$ cat src/rtl/mac_accumulator.sv
// mac_accumulator: accumulation stage of the 16-bit MAC unit.
// Each accepted unsigned product is added into a wide accumulator in two
// cycles (low half, then high half plus the registered carry). When the
// product flagged as last has been folded in, the frame result is offered
// on a valid/ready handshake and the accumulator then clears.
// Optional build macro: MAC_SATURATE_EN -- a carry out of the top bit
// pins the accumulator at all-ones for the rest of the frame instead of
// wrapping.
module mac_accumulator #(
    parameter int PROD_W = 32,
    parameter int ACC_W  = 40,
    parameter int CNT_W  = 8
) (
    input  logic              clk,
    input  logic              rst,
    input  logic              in_valid,
    output logic              in_ready,
    input  logic [PROD_W-1:0] in_prod,
    input  logic              in_last,
    output logic              out_valid,
    input  logic              out_ready,
    output logic [ACC_W-1:0]  out_acc,
    output logic [CNT_W-1:0]  out_count,
    output logic              out_ovf
);

    localparam int HALF = ACC_W / 2;

    typedef enum logic [1:0] {
        S_IDLE = 2'd0,
        S_HI   = 2'd1,
        S_OUT  = 2'd2
    } state_t;

    state_t            state_q, state_d;
    logic [ACC_W-1:0]  acc_q, acc_d;
    logic [CNT_W-1:0]  count_q, count_d;
    logic              carry_q, carry_d;
    logic              ovf_q, ovf_d;
    logic [HALF-1:0]   prod_hi_q, prod_hi_d;
    logic              last_q, last_d;

    // Product widened to the accumulator width (unsigned, zero-extended).
    logic [ACC_W-1:0]  prod_ext;
    // One extra bit on each half-sum holds the carry out of that half.
    logic [HALF:0]     lo_sum;
    logic [HALF:0]     hi_sum;

    assign prod_ext = ACC_W'(in_prod);
    assign lo_sum   = {1'b0, acc_q[HALF-1:0]} + {1'b0, prod_ext[HALF-1:0]};
    assign hi_sum   = {1'b0, acc_q[ACC_W-1:HALF]} + {1'b0, prod_hi_q}
                    + {{HALF{1'b0}}, carry_q};

    assign out_acc   = acc_q;
    assign out_count = count_q;
    assign out_ovf   = ovf_q;

    // Next-state, datapath and handshake decode for the three-state frame FSM.
    always_comb begin
        state_d   = state_q;
        acc_d     = acc_q;
        count_d   = count_q;
        carry_d   = carry_q;
        ovf_d     = ovf_q;
        prod_hi_d = prod_hi_q;
        last_d    = last_q;
        in_ready  = 1'b0;
        out_valid = 1'b0;

        case (state_q)
            S_IDLE: begin
                in_ready = 1'b1;
                if (in_valid) begin
`ifdef MAC_SATURATE_EN
                    // A saturated accumulator stays pinned at all-ones.
                    if (!ovf_q) begin
                        acc_d[HALF-1:0] = lo_sum[HALF-1:0];
                    end
`else
                    acc_d[HALF-1:0] = lo_sum[HALF-1:0];
`endif
                    carry_d   = lo_sum[HALF];
                    prod_hi_d = prod_ext[ACC_W-1:HALF];
                    last_d    = in_last;
                    // Term count saturates; saturation is not an overflow.
                    if (count_q != {CNT_W{1'b1}}) begin
                        count_d = count_q + CNT_W'(1);
                    end
                    state_d = S_HI;
                end
            end

            S_HI: begin
                acc_d[ACC_W-1:HALF] = hi_sum[HALF-1:0];
                if (hi_sum[HALF]) begin
                    ovf_d = 1'b1;
                end
`ifdef MAC_SATURATE_EN
                if (hi_sum[HALF] || ovf_q) begin
                    acc_d = {ACC_W{1'b1}};
                end
`endif
                state_d = last_q ? S_OUT : S_IDLE;
            end

            S_OUT: begin
                out_valid = 1'b1;
                if (out_ready) begin
                    acc_d   = '0;
                    count_d = '0;
                    ovf_d   = 1'b0;
                    carry_d = 1'b0;
                    state_d = S_IDLE;
                end
            end

            default: begin
                state_d = S_IDLE;
            end
        endcase
    end

    // State and datapath registers; reset discards any frame in progress.
    always_ff @(posedge clk) begin
        if (rst) begin
            state_q   <= S_IDLE;
            acc_q     <= '0;
            count_q   <= '0;
            carry_q   <= 1'b0;
            ovf_q     <= 1'b0;
            prod_hi_q <= '0;
            last_q    <= 1'b0;
        end else begin
            state_q   <= state_d;
            acc_q     <= acc_d;
            count_q   <= count_d;
            carry_q   <= carry_d;
            ovf_q     <= ovf_d;
            prod_hi_q <= prod_hi_d;
            last_q    <= last_d;
        end
    end

endmodule

$ cat config.mk
export PLATFORM = sky130hd
export DESIGN_NAME = mac_accumulator
export DESIGN_NICKNAME = d
export VERILOG_FILES = /design/src/rtl/mac_accumulator.sv
export SDC_FILE = /design/constraint.sdc
export NUM_CORES = 1
export LEC_CHECK = 0
export ABC_AREA = 1
export CAP_MARGIN = 15
export CORE_MARGIN = 4
export CORE_UTILIZATION = 32
export DETAILED_ROUTE_END_ITERATION = 10
export GPL_TIMING_DRIVEN = 0
export PLACE_DENSITY = 0.56
export SKIP_CTS_REPAIR_TIMING = 1
export SLEW_MARGIN = 20
export SYNTH_ARGS = -nofsm -noshare
export SYNTH_HDL_FRONTEND = slang
export SYNTH_SLANG_ARGS = --single-unit
$ cat constraint.sdc
create_clock -name clk -period 1.8 [get_ports clk]
set_input_delay 0.27 -clock clk [delete_from_list [all_inputs] [get_ports clk]]
set_output_delay 0.27 -clock clk [all_outputs]
set_load 0.01 [all_outputs]
=== Word level (Yosys, flattened, before mapping) ===
Index checks and enable logic that the tools add are counted.

* Output and inout bits: 51
* Input bits: 37
* Word-level logic and storage cells: 47
* Bits in registers: 65

* Reductions and logical operators: 9
* Add/subtract/negate cells: 4
* Multiplexer cells: 19
* Eq/ne operators: 7

{| class="wikitable"
|+ Operators by type and width
! cell !! count
|-
| 20-bit one-hot mux with 2 select lines || 2
|-
| 40-bit two-way mux || 1
|-
| 8-bit two-way mux || 3
|-
| 20-bit by 12-bit adder with 21-bit output || 1
|-
| 20-bit by 20-bit adder with 21-bit output || 1
|-
| 21-bit by 1-bit adder with 21-bit output || 1
|-
| 20-bit two-way mux || 1
|-
| 8-bit one-hot mux with 2 select lines || 1
|-
| 8-bit by 1-bit adder with 8-bit output, second input constant || 1
|-
| 2-bit != test, second input constant || 4
|-
| 8-bit != test, second input constant || 1
|-
| 2-bit two-way mux || 3
|-
| 2-bit one-hot mux with 3 select lines || 1
|-
| 2-bit AND reduction || 3
|-
| 3-bit AND reduction || 2
|-
| 1-bit two-way mux || 5
|-
| 1-bit one-hot mux with 2 select lines || 2
|-
| 4-bit AND reduction || 1
|-
| 2-bit nonzero test || 2
|-
| 2-bit by 1-bit == test with 1-bit output, second input constant || 1
|-
| 2-bit == test, second input constant || 1
|-
| 2-bit logical NOT || 1
|}

=== Depth between registers and ports, before layout ===
* Word-level depth: 4
* Depth in mapped cells: 14
* Gate-level depth less buffers: 14

=== Least setup slack after synthesis ===
No wires, ideal clock.

* Kind: flip-flop to flip-flop
* From: register acc_q[20] (netlist: out_acc[20])
* To: register acc_q[36] (netlist: out_acc[36])
* Clock period less this slack: 1.880 ns
* Required time: 1.687 ns
* Arrival time: 1.767 ns
* Path slack: -0.080 ns
* Buffers on the path: 0
* Stages on the path, launching flop included: 14
* Setup time: 0.113 ns
* Cell sequence: dfxtp_1 -> fa_1 -> inv_1 -> fa_1 -> inv_1 -> nand3_1 -> nand2_1 -> nand3_1 -> nand2_1 -> nand2_1 -> o21ai_0 -> nand2_1 -> nor2_1 -> nor2_1

* Cells in the longest elaborated chain, start to end: 3

{| class="wikitable"
|+ Ends and longest elaborated chain
! element !! RTL line !! source
|-
| start, declared || 36 || <nowiki>logic [ACC_W-1:0] acc_q, acc_d;</nowiki>
|-
| start signal, assigned || 127 || <nowiki>acc_q <= '0;</nowiki>
|-
| start signal, assigned || 135 || <nowiki>acc_q <= acc_d;</nowiki>
|-
| 20-bit by 12-bit adder with 21-bit output || 51 || <nowiki>assign hi_sum = {1'b0, acc_q[ACC_W-1:HALF]} + {1'b0, prod_hi_q}</nowiki>
|-
| 21-bit by 1-bit adder with 21-bit output || 52 || <nowiki>+ {{HALF{1'b0}}, carry_q};</nowiki>
|-
| 20-bit one-hot mux with 2 select lines || 70 || <nowiki>case (state_q)</nowiki>
|}

Every way passes these cells.
A chain may end at the register's enable or synchronous reset.

=== Worst setup path in the final report ===
Same ends and word-level chain as after synthesis.

==> results.md <==
* Status: finished with violations
* Failing checks: negative setup slack
* Pre-CTS WS at -662.8 ps
* GP Congestion at a little under 0.9
* Area Overhead vs Synth at 45.67%
* Hold depth at 2
* Worst Path Arrival at 2170 ps
* Root buf cell: clkbuf_16
* Final Slew Violations at 0
* Routed len/inst at between 10 and 15 µm
* Num ports at 88
* RSZ-0062 raised after global routing: yes
* P per Cell Area at between 700 and 800 nW/µm²
* Fin crit share at 104.7%
* M1 GR Usage at around a fifth
* Post-Syn Area at about 4400 µm²
* Sequential share of the synthesized area at 29.46%
* Min-delay worst type: in2reg
* Tot Pwr at roughly 4.6 mW
* Maxcap violations at 0
* Congestion Overflow GR at 0
* Tot GR Track Use at between 15 and 20%
* DRC viols at 0
* Num rows at between 40 and 50
* Met2 Resource Use GR at 30.02%
* Largest net degree at the start of global routing at 12
* Met3 track utilization from global routing at roughly 4.9%
* Final hold viol count at 0
* Max Root-Sink Buffers at 2
* Die width at approximately 130 µm
* Vias in the first global route at approximately 4,700
* Layout cells sized above 1 at around 18%
* YS warnings at 0
* Final Critical Period at around 1900 ps
* Post-DP HPWL at about 10,000 µm
* Reg2reg setup slack at -80 ps
* Initial DRC count at 299
* #FFs+latches synth at 65
* WHS at ~280 ps
* Worst Path Max Fanout at 4
* CP startpoint kind: register
* Die Y at 125.5 µm
* Via-to-Cell Ratio at 4.898
* First-pass GRT wire length at 22,340 µm
* Placed cells at around 960
* Kind of critical path: reg2reg
* Worst-margin pin slew at ~620 ps
* Clk pin slew, worst setup/hold paths at ~60 ps
* Post-layout net count at approximately 880
* Leakage at between 2 and 3 nW
* Num Clock Sinks at 65
* Final ANT Viol Nets at 0
* Setup violators final at 7
* Clk_lat worst skew at between 300 and 400 ps
* Final Worst Setup Slack at -84.02 ps
* Final WL at 13,980 µm
* Buffers on Ports at 86
* Syn Nets at 768
* Vias at between 4,000 and 5,000
* VDD IR-drop max at 479.2 µV
* Clock buffer count from CTS at 9
* H-tree Lvls at 3
* Diodes inserted at 0
* Core Box Area at about 13,000 µm²
* WP data required at 2080 ps
* Unique masters post-synth at 36
* TritonRoute pass-1 iters at 4
* Starting density of the core at 32.96%
* Die ar. at between 15,000 and 20,000 µm²
* Worst slew margin at 58.60%
* CTS tree: yes
* Reg2reg path depth at 14
* Worst Skew at approximately 6.4 ps
* Syn Area/Cell at around 6.3 µm²
* Worst Setup End Kind: register
* Non-Filler Instances at between 900 and 1,000
* Busiest layer in global routing: met2
* Antenna violations before repair at 0
* Syn Inst Count at just under 700
* Core Util, Final at about half
* Fmax at about 530 MHz
## cells in the mapped netlist (all sizes together)
master	instances	share of area (%)
nor2	76	6.7
or2	5	0.71
o21a	2	0.34
o22ai	1	0.14
ha	32	9.1
and2	3	0.42
fa	3	1.4
nor3	9	1.0
a211oi	1	0.17
nand3	52	6.0
o21bai	1	0.17
a22o	2	0.40
clkbuf	5	0.42
nand2	218	19
a32o	2	0.45
buf	7	0.91
nand3b	12	2.0
nand4	5	0.71
a21oi	74	8.5
dfxtp	65	29
a31o	1	0.20
inv	82	7.0
xor2	3	0.60
o21ai	33	3.7
and3	2	0.28
## cells in the final DEF, fill, tap and decap left out, types with 3 or more instances in the layout
master / netlist / layout
ha_1: 32 / 10
dfxtp_1: 65 / 59
nand2_4: 2 / 10
nand3b_1: 12 / 12
clkdlybuf4s50_1: 0 / 85
xor2_1: 3 / 3
buf_2: 5 / 5
nand3_1: 51 / 35
fa_2: 0 / 3
nor2_2: 2 / 5
nand2_2: 5 / 19
ha_4: 0 / 21
nor2_1: 73 / 68
a21oi_1: 73 / 63
nand4_1: 5 / 5
nand3_2: 1 / 16
nor3_1: 9 / 8
nand2_1: 211 / 189
a21oi_2: 1 / 9
clkbuf_16: 0 / 9
nor2_4: 1 / 3
clkbuf_1: 5 / 7
dfxtp_2: 0 / 4
inv_2: 4 / 6
inv_1: 77 / 75
o21ai_0: 33 / 31
buf_4: 2 / 14
## metrics by stage
step                      instance area [µm²]  TNS (ps)
after detailed placement                 5499     -8534
after CTS                                5774     -3013
after global routing                     6434     -1214
after global placement                   5499     -8466
after floorplan                          4418    -7.187
final                                    6434    -246.8
## path summary, 6_finish.rpt
| check | from | to |
|---|---|---|
| setup / recovery | out_acc[20]$_SDFFE_PP0P_ | out_acc[36]$_SDFFE_PP0P_ |
| hold / removal | rst | out_acc[12]$_SDFFE_PP0P_ |
| setup reg to reg | out_acc[20]$_SDFFE_PP0P_ | out_acc[36]$_SDFFE_PP0P_ |
| hold reg to reg | out_count[4]$_SDFFE_PP0P_ | out_count[4]$_SDFFE_PP0P_ |
## cells by family after synthesis
group                      after synthesis  share of synthesized area, %
AOI/OAI and AO/OA                      117                         14.08
xor gates and xnor gates                 3                        0.5950
adders and majority gates               35                         10.42
buffers and inverters                   94                         8.357
DFF                                     65                         29.46
and+or+nand+nor                        382                         37.08
## sequential cells by signal (all words and copies together), names as in the netlist
register / count
out_count: 8
prod_hi_q: 12
out_ovf: 1
out_acc: 40
carry_q: 1
state_q: 2
last_q: 1
## per-layer routing
metal	vias up	part of all wire, %
li1	2487	-
met1	2242	43
met2	92	51
met3	13	4.6
met4	0	1.1
met5	-	0
## power breakdown
| group | leakage (nW) | internal (mW) | switching [mW] | total [mW] |
|---|---|---|---|---|
| Clock | 0.129 | 0.970 | 0.675 | 1.64 |
| Combinational | 2.09 | 0.610 | 0.721 | 1.33 |
| Sequential | 0.535 | 1.53 | 0.0964 | 1.63 |
## worst max-delay path, stage by stage, from the launching register on
cell     delay (ps)
dfxtp_4         360
fa_2            210
inv_2            50
fa_2            330
inv_2            70
nand3_2          70
nand2_2         100
nand3_2          90
nand2_4         100
nand2_2          60
o21ai_2          90
nand2_2          90
nand2_1          60
nand2_1          40
nor2_1          100
## final cells by class
| class | count | area [µm²] |
|---|---|---|
| Buffer | 12 | 58.81 |
| Fill cell | 1390 | 6967 |
| Clock inverter | 4 | 28.78 |
| Clock buffer | 12 | 246.5 |
| Timing Repair Buffer | 99 | 964.7 |
| Sequential cell | 65 | 1314 |
| Multi-Input combinational cell | 537 | 3291 |
| Tap cell | 176 | 220.2 |
| Inverter | 82 | 310.3 |
Power figures use the tool's default switching activity.
